File: src/rtl/amux_scan_sequencer.sv
// ---------------------------------------------------------------------------
// amux_scan_sequencer
//
// Drives the complementary P/N transmission-gate enables of an 8:1 analog
// input mux. Supports manual single-channel selection and round-robin
// scanning over a channel mask. Every switch change goes through an all-off
// break interval (BBM_CYCLES) and a programmable settle interval before
// the mux output is reported valid.
//
// Ports:
//   clk, rst     - clock, synchronous active-high reset
//   cfg_en       - sequencer enable; 0 opens all switches
//   cfg_scan     - 0 = manual (cfg_chan), 1 = scan (cfg_mask)
//   cfg_chan     - manual-mode channel index
//   cfg_mask     - scan-mode channel enable mask (bit i = channel i)
//   cfg_settle   - settle cycles after connect, minus 1 (sampled on SETTLE entry)
//   cfg_dwell    - scan hold cycles per channel, minus 1 (sampled on HOLD entry)
//   sw_p / sw_n  - one-hot P enables and their bitwise inverse
//   cur_chan     - channel targeted / connected
//   valid        - connected channel is settled (state HOLD)
//   sample       - pulse on the first HOLD cycle of each connection
//   wrap         - pulse when the scan moves to a lower-or-equal channel
//
// All outputs are registered from the next-state values, so they change on
// the same edge as the state register.
// ---------------------------------------------------------------------------
module amux_scan_sequencer #(
    parameter int BBM_CYCLES = 2,
    parameter int DWELL_W    = 16,
    parameter int SETTLE_W   = 8
) (
    input  logic                clk,
    input  logic                rst,
    input  logic                cfg_en,
    input  logic                cfg_scan,
    input  logic [2:0]          cfg_chan,
    input  logic [7:0]          cfg_mask,
    input  logic [SETTLE_W-1:0] cfg_settle,
    input  logic [DWELL_W-1:0]  cfg_dwell,
    output logic [7:0]          sw_p,
    output logic [7:0]          sw_n,
    output logic [2:0]          cur_chan,
    output logic                valid,
    output logic                sample,
    output logic                wrap
);

    localparam int BBM_W = $clog2(BBM_CYCLES) + 1;
    localparam logic [BBM_W-1:0] BBM_LOAD = BBM_W'(BBM_CYCLES - 1);

    typedef enum logic [1:0] {
        ST_IDLE   = 2'd0,
        ST_BREAK  = 2'd1,
        ST_SETTLE = 2'd2,
        ST_HOLD   = 2'd3
    } state_t;

    state_t              state_q, state_d;
    logic [2:0]          cur_q, cur_d;
    logic [BBM_W-1:0]    bbm_q, bbm_d;
    logic [SETTLE_W-1:0] settle_q, settle_d;
    logic [DWELL_W-1:0]  dwell_q, dwell_d;
    logic                scan_q;
    logic [7:0]          sw_p_d;
    logic                valid_d, sample_d, wrap_d;
    logic                go_break;
    logic [2:0]          tgt;
    logic [2:0]          lowest;
    logic [2:0]          nxt;

    // Lowest set bit of the mask (0 when the mask is empty).
    function automatic logic [2:0] lowest_set(input logic [7:0] m);
        logic [2:0] r;
        r = 3'd0;
        for (int i = 7; i >= 0; i--) begin
            if (m[i]) r = 3'(i);
        end
        return r;
    endfunction

    // Lowest set bit strictly above c, falling back to the lowest set bit.
    function automatic logic [2:0] next_above(input logic [7:0] m, input logic [2:0] c);
        logic [2:0] r;
        r = lowest_set(m);
        for (int i = 7; i >= 0; i--) begin
            if (m[i] && (i > int'(c))) r = 3'(i);
        end
        return r;
    endfunction

    always_comb begin
        state_d  = state_q;
        cur_d    = cur_q;
        bbm_d    = bbm_q;
        settle_d = settle_q;
        dwell_d  = dwell_q;
        sample_d = 1'b0;
        wrap_d   = 1'b0;
        go_break = 1'b0;
        tgt      = cur_q;
        lowest   = lowest_set(cfg_mask);
        nxt      = next_above(cfg_mask, cur_q);

        if (!cfg_en) begin
            state_d = ST_IDLE;
        end else if (cfg_scan && (cfg_mask == 8'h00)) begin
            state_d = ST_IDLE;
        end else if ((state_q != ST_IDLE) && (cfg_scan != scan_q)) begin
            // Mode switched while active: reconnect using the new mode's target.
            go_break = 1'b1;
            tgt      = cfg_scan ? lowest : cfg_chan;
        end else begin
            case (state_q)
                ST_IDLE: begin
                    // Empty scan mask was already filtered above.
                    go_break = 1'b1;
                    tgt      = cfg_scan ? lowest : cfg_chan;
                end
                ST_BREAK: begin
                    if (!cfg_scan && (cfg_chan != cur_q)) begin
                        go_break = 1'b1;
                        tgt      = cfg_chan;
                    end else if (bbm_q == '0) begin
                        state_d  = ST_SETTLE;
                        settle_d = cfg_settle;
                    end else begin
                        bbm_d = bbm_q - BBM_W'(1);
                    end
                end
                ST_SETTLE: begin
                    if (!cfg_scan && (cfg_chan != cur_q)) begin
                        go_break = 1'b1;
                        tgt      = cfg_chan;
                    end else if (settle_q == '0) begin
                        state_d  = ST_HOLD;
                        dwell_d  = cfg_dwell;
                        sample_d = 1'b1;
                    end else begin
                        settle_d = settle_q - SETTLE_W'(1);
                    end
                end
                ST_HOLD: begin
                    if (!cfg_scan) begin
                        if (cfg_chan != cur_q) begin
                            go_break = 1'b1;
                            tgt      = cfg_chan;
                        end
                    end else if (dwell_q == '0) begin
                        wrap_d = (nxt <= cur_q);
                        if (nxt != cur_q) begin
                            go_break = 1'b1;
                            tgt      = nxt;
                        end else begin
                            // Single-channel mask: stay connected, start a new dwell.
                            dwell_d  = cfg_dwell;
                            sample_d = 1'b1;
                        end
                    end else begin
                        dwell_d = dwell_q - DWELL_W'(1);
                    end
                end
                default: state_d = ST_IDLE;
            endcase
        end

        if (go_break) begin
            state_d = ST_BREAK;
            cur_d   = tgt;
            bbm_d   = BBM_LOAD;
        end

        sw_p_d  = ((state_d == ST_SETTLE) || (state_d == ST_HOLD)) ? (8'd1 << cur_d) : 8'h00;
        valid_d = (state_d == ST_HOLD);
    end

    always_ff @(posedge clk) begin
        if (rst) begin
            state_q  <= ST_IDLE;
            cur_q    <= 3'd0;
            bbm_q    <= '0;
            settle_q <= '0;
            dwell_q  <= '0;
            scan_q   <= 1'b0;
            sw_p     <= 8'h00;
            sw_n     <= 8'hFF;
            valid    <= 1'b0;
            sample   <= 1'b0;
            wrap     <= 1'b0;
        end else begin
            state_q  <= state_d;
            cur_q    <= cur_d;
            bbm_q    <= bbm_d;
            settle_q <= settle_d;
            dwell_q  <= dwell_d;
            scan_q   <= cfg_scan;
            sw_p     <= sw_p_d;
            sw_n     <= ~sw_p_d;
            valid    <= valid_d;
            sample   <= sample_d;
            wrap     <= wrap_d;
        end
    end

    assign cur_chan = cur_q;

endmodule

File: config.mk
export PLATFORM = sky130hd
export DESIGN_NAME = amux_scan_sequencer
export DESIGN_NICKNAME = d
export VERILOG_FILES = /design/src/rtl/amux_scan_sequencer.sv
export SDC_FILE = /design/constraint.sdc
export NUM_CORES = 1
export LEC_CHECK = 0
export ABC_AREA = 1
export BUFFER_PORTS_ARGS = -buffer_cell sky130_fd_sc_hd__buf_2
export CORE_MARGIN = 2
export CORE_UTILIZATION = 40
export CTS_CLUSTER_DIAMETER = 200
export DETAILED_ROUTE_END_ITERATION = 7
export PLACE_DENSITY = 0.74
export SYNTH_ARGS = -nofsm -noshare
export SYNTH_HDL_FRONTEND = slang
export SYNTH_SLANG_ARGS = --single-unit
File: constraint.sdc
create_clock -name clk -period 2.53 [get_ports clk]
set_clock_uncertainty 0.05 [all_clocks]
set_input_delay 0 -clock clk [delete_from_list [all_inputs] [get_ports clk]]
set_output_delay 0 -clock clk [all_outputs]
set_load 0.01 [all_outputs]
==> flow_metrics.py <==
metrics = {
    "status": {
        "status": "finished with violations",
        "violations": "setup timing",
    },
    "grt": {
        "overflow": 0,
        "grt_pass1_vias": 3126,
        "track_usage_pct": 19.6,
        "grt_pass1_wl_um": 13900,
        "antenna_found_initial": 0,
        "grt_max_degree": 19,
    },
    "setup_path": {
        "crit_type": "register to register",
        "worstSetupEndpointType": "register",
        "reg2reg_from": "cur_chan[1]",
        "rr_worst_depth": 17,
        "reg2reg_to": "sw_p[0]",
        "crit_arrival_ps": 2920,
        "crit_path_start_kind": "register",
        "required_ps": 2730,
        "rrSetupSlack_ps": -190,
        "cp_max_fo": 6,
    },
    "die": {
        "initial_core_util_pct": 41.4,
        "row_count": 32,
        "core-area_sq_mm": 0.00773,
        "die_w_um": 93.4,
        "die_h_um": 93.4,
        "io_pins": 61,
        "dieArea_sq_mm": 0.00873,
    },
    "synth": {
        "yosys_warnings": 0,
        "synthFlopType": "dfxtp_1",
        "synth_xor_xnor_area_share_pct": 4.93,
        "synth_fa_ha_area_share_pct": 5.48,
        "synthMuxAreaShare_pct": 0,
        "synth_top_family_by_area": "simple AND/OR/NAND/NOR gates",
        "synthesis.area_sq_mm": 0.00320,
        "syn_inst": 463,
        "avgSynthCellArea_sq_um": 6.91,
        "syn_nets": 516,
        "synth_cell_type_count": 45,
        "ys_seq_area_share_pct": 31.9,
        "yosys.area_share.simple_pct": 30.7,
        "synth_compound_area_share_pct": 18.5,
        "ys_async_sr_fraction_pct": 0,
        "ys_ff_latch": 51,
        "synth_edf_count": 0,
    },
    "sta": {
        "finalCriticalPeriod_ps": 2720,
        "setup_slack_ps": -188,
        "relSlewSlack_pct": 66.6,
        "tightest_slew_ps": 496,
        "maxSlewViolCount": 0,
        "hold_viol": 0,
        "fmax_mhz": 368,
        "grt_setup_unrepaired": "yes",
        "min_period_over_period_pct": 107,
        "setup_viol": 21,
        "hold-worst-slack_ps": 12.9,
    },
    "flow_run": {
        "drv_cap": 0,
    },
    "routing": {
        "routed_via_density": 5.09,
        "drc": 0,
        "num_vias": 3421,
        "drt_iter0_markers": 153,
        "routedWlPerCell_um": 13.1,
        "firstDrtPassIters": 4,
        "wl_um": 8830,
        "ant_nets": 0,
    },
    "finish": {
        "area_growth_pct": 34.9,
        "final_area_sq_mm": 0.00432,
        "nNetsFinal": 622,
        "drive_gt1_share_pct": 30.4,
        "utilization_pct": 55.8,
        "diodes": 0,
    },
    "min_path": {
        "hold_class": "input pin to register",
        "hold_depth": 3,
        "hold_end": "settle_q[7]",
        "hp-start": "cfg_settle[7]",
    },
    "place": {
        "post_dp_cell_area_sq_mm": 0.00377,
        "gp_congestion": 0.962,
        "placement.io_buffers": 60,
        "hpwl_um": 6290,
    },
    "cts": {
        "cts_tree": "yes",
        "cts.sinks": 51,
        "cts.reportedPaths.clkPinSlew_ps": 100,
        "clk_latency_ps": 310,
        "clock_path_buffers": 2,
        "cts-htree-levels": 2,
        "cts_buffers": 5,
        "root_buffer": "clkbuf_8",
    },
    "power_and_ir_drop": {
        "peakVddDrop_mv": 0.212,
        "leakage_nw": 1.98,
        "pwr_density_cell_mw_per_mm2": 436,
    },
}
[state kept, by name (all words and copies together), names as in the netlist, 2 cells and up]
signal    flops
bbm_q         2
cur_chan      3
dwell_q      16
settle_q      8
state_q       2
sw_n          8
sw_p          8
[cell type report]
type                    instances  area [sq um]
clock buffers                   5          68.8
clock inverters                 3          27.5
fillers                       712          3410
inverters                      58           233
multi-input cells             343          2100
flip-flops and latches         51          1030
well taps                     102           128
repair buffers                110           723
[synthesized netlist by cell type, types with 2 or more instances]
| master | number | area share, % |
|---|---|---|
| nand2_1 | 96 | 11 |
| dfxtp_1 | 51 | 32 |
| inv_1 | 50 | 5.9 |
| nor2_1 | 50 | 5.9 |
| o21ai_0 | 35 | 5.5 |
| a21oi_1 | 32 | 5.0 |
| nand3_1 | 25 | 3.9 |
| ha_1 | 14 | 5.5 |
| a31oi_1 | 11 | 2.2 |
| xor2_1 | 11 | 3.0 |
| nand2_2 | 10 | 2.0 |
| nor3_1 | 9 | 1.4 |
| xnor2_1 | 7 | 1.9 |
| clkbuf_1 | 6 | 0.70 |
| inv_2 | 5 | 0.59 |
| nand4_1 | 5 | 0.98 |
| o211ai_1 | 5 | 1.2 |
| buf_2 | 3 | 0.47 |
| nand3_2 | 3 | 0.94 |
| a211oi_1 | 2 | 0.47 |
| a221oi_1 | 2 | 0.55 |
| and2_1 | 2 | 0.39 |
| clkinv_2 | 2 | 0.31 |
| nand2_4 | 2 | 0.70 |
| nor2_4 | 2 | 0.70 |
| nor4_1 | 2 | 0.39 |
| o211ai_2 | 2 | 0.78 |
| o21ai_1 | 2 | 0.31 |
[repair_timing]
item,in CTS,in global routing
setup endpoints to repair,17,39
pin swaps,26,26
buffers inserted,5,5
resized for setup,22,32
endpoints found under the hold margin,16,0
hold buffers,16,0
[where the power goes]
| part | leakage (nW) | total [mW] | switching (mW) | internal [mW] |
|---|---|---|---|---|
| Sequential | 0.415 | 0.832 | 0.0145 | 0.818 |
| Combinational | 1.52 | 0.550 | 0.309 | 0.241 |
| Clock | 0.0463 | 0.498 | 0.295 | 0.204 |
[per-stage QoR]
| stage | setup WS [ps] | total power [mW] | std cells | TNS, ps |
|---|---|---|---|---|
| floorplan | 3.25 | 1.13 | 463 | 0 |
| global placement | -33.4 | 1.26 | 638 | -253 |
| detailed placement | -118 | 1.27 | 638 | -1310 |
| CTS | -95.0 | 1.84 | 667 | -792 |
| global route | -386 | 1.98 | 672 | -7680 |
| finish | -188 | 1.88 | 672 | -2900 |
[cell usage in the layout, fill, tap and decap left out, drive strengths merged, types with 4 or more instances in the layout]
master and instances:
nand2 108, buf 94, inv 57, nor2 53, dfxtp 51, o21ai 38
a21oi 33, nand3 28, dlygate4sd3 16, ha 14, a31oi 12, xor2 11
nor3 9, xnor2 7, o211ai 7, nand4 5, clkbuf 5, nor4 4
[critical path, stage by stage (launching register included)]
cell and delay [ps]:
dfxtp_4 390, inv_2 40, o211ai_1 330, nand2_2 130, a21oi_2 130, nor2_2 50, ha_1 340, nand3_4 110
nand3_4 100, nand2_2 100, o211ai_2 80, nand2_2 100, nand2_4 110, clkinv_4 120, nor2_4 50, a21oi_4 230
nand3_2 120, nor2_1 100
[how the worst max path moves through the flow]
stage	end	depth (start not counted)	slack [ps]	from
3_3_place_gp	sw_p[7]	17	-30	cur_chan[0]
5_1_grt	sw_p[0]	17	-390	cur_chan[1]
6_report	sw_p[0]	17	-190	cur_chan[1]
4_1_cts	sw_p[6]	19	-90	cur_chan[2]
2_1_floorplan	sw_n[7]	18	3	cur_chan[0]
3_5_place_dp	sw_n[5]	20	-120	cur_chan[2]
[routing by layer]
| layer | wire length (um) | up-vias | share of wire, % | GRT usage [%] |
|---|---|---|---|---|
| met4 | 116 | 0 | 1.3 | 6.50 |
| met5 | 0 | - | 0 | 0 |
| met2 | 4310 | 88 | 49 | 33.9 |
| met3 | 367 | 11 | 4.2 | 2.74 |
| li1 | - | 1741 | - | - |
| met1 | 4030 | 1581 | 46 | 24.9 |
[cells by family after synthesis]
group	count (synthesis)
adder cells (fa/ha/maj)	14
buffers and inverters	69
flip-flops	51
AND/OR/NAND/NOR	213
XOR/XNOR	18
AO/OA/AOI/OAI	98
No activity file was read; power rests on OpenSTA's default activity.
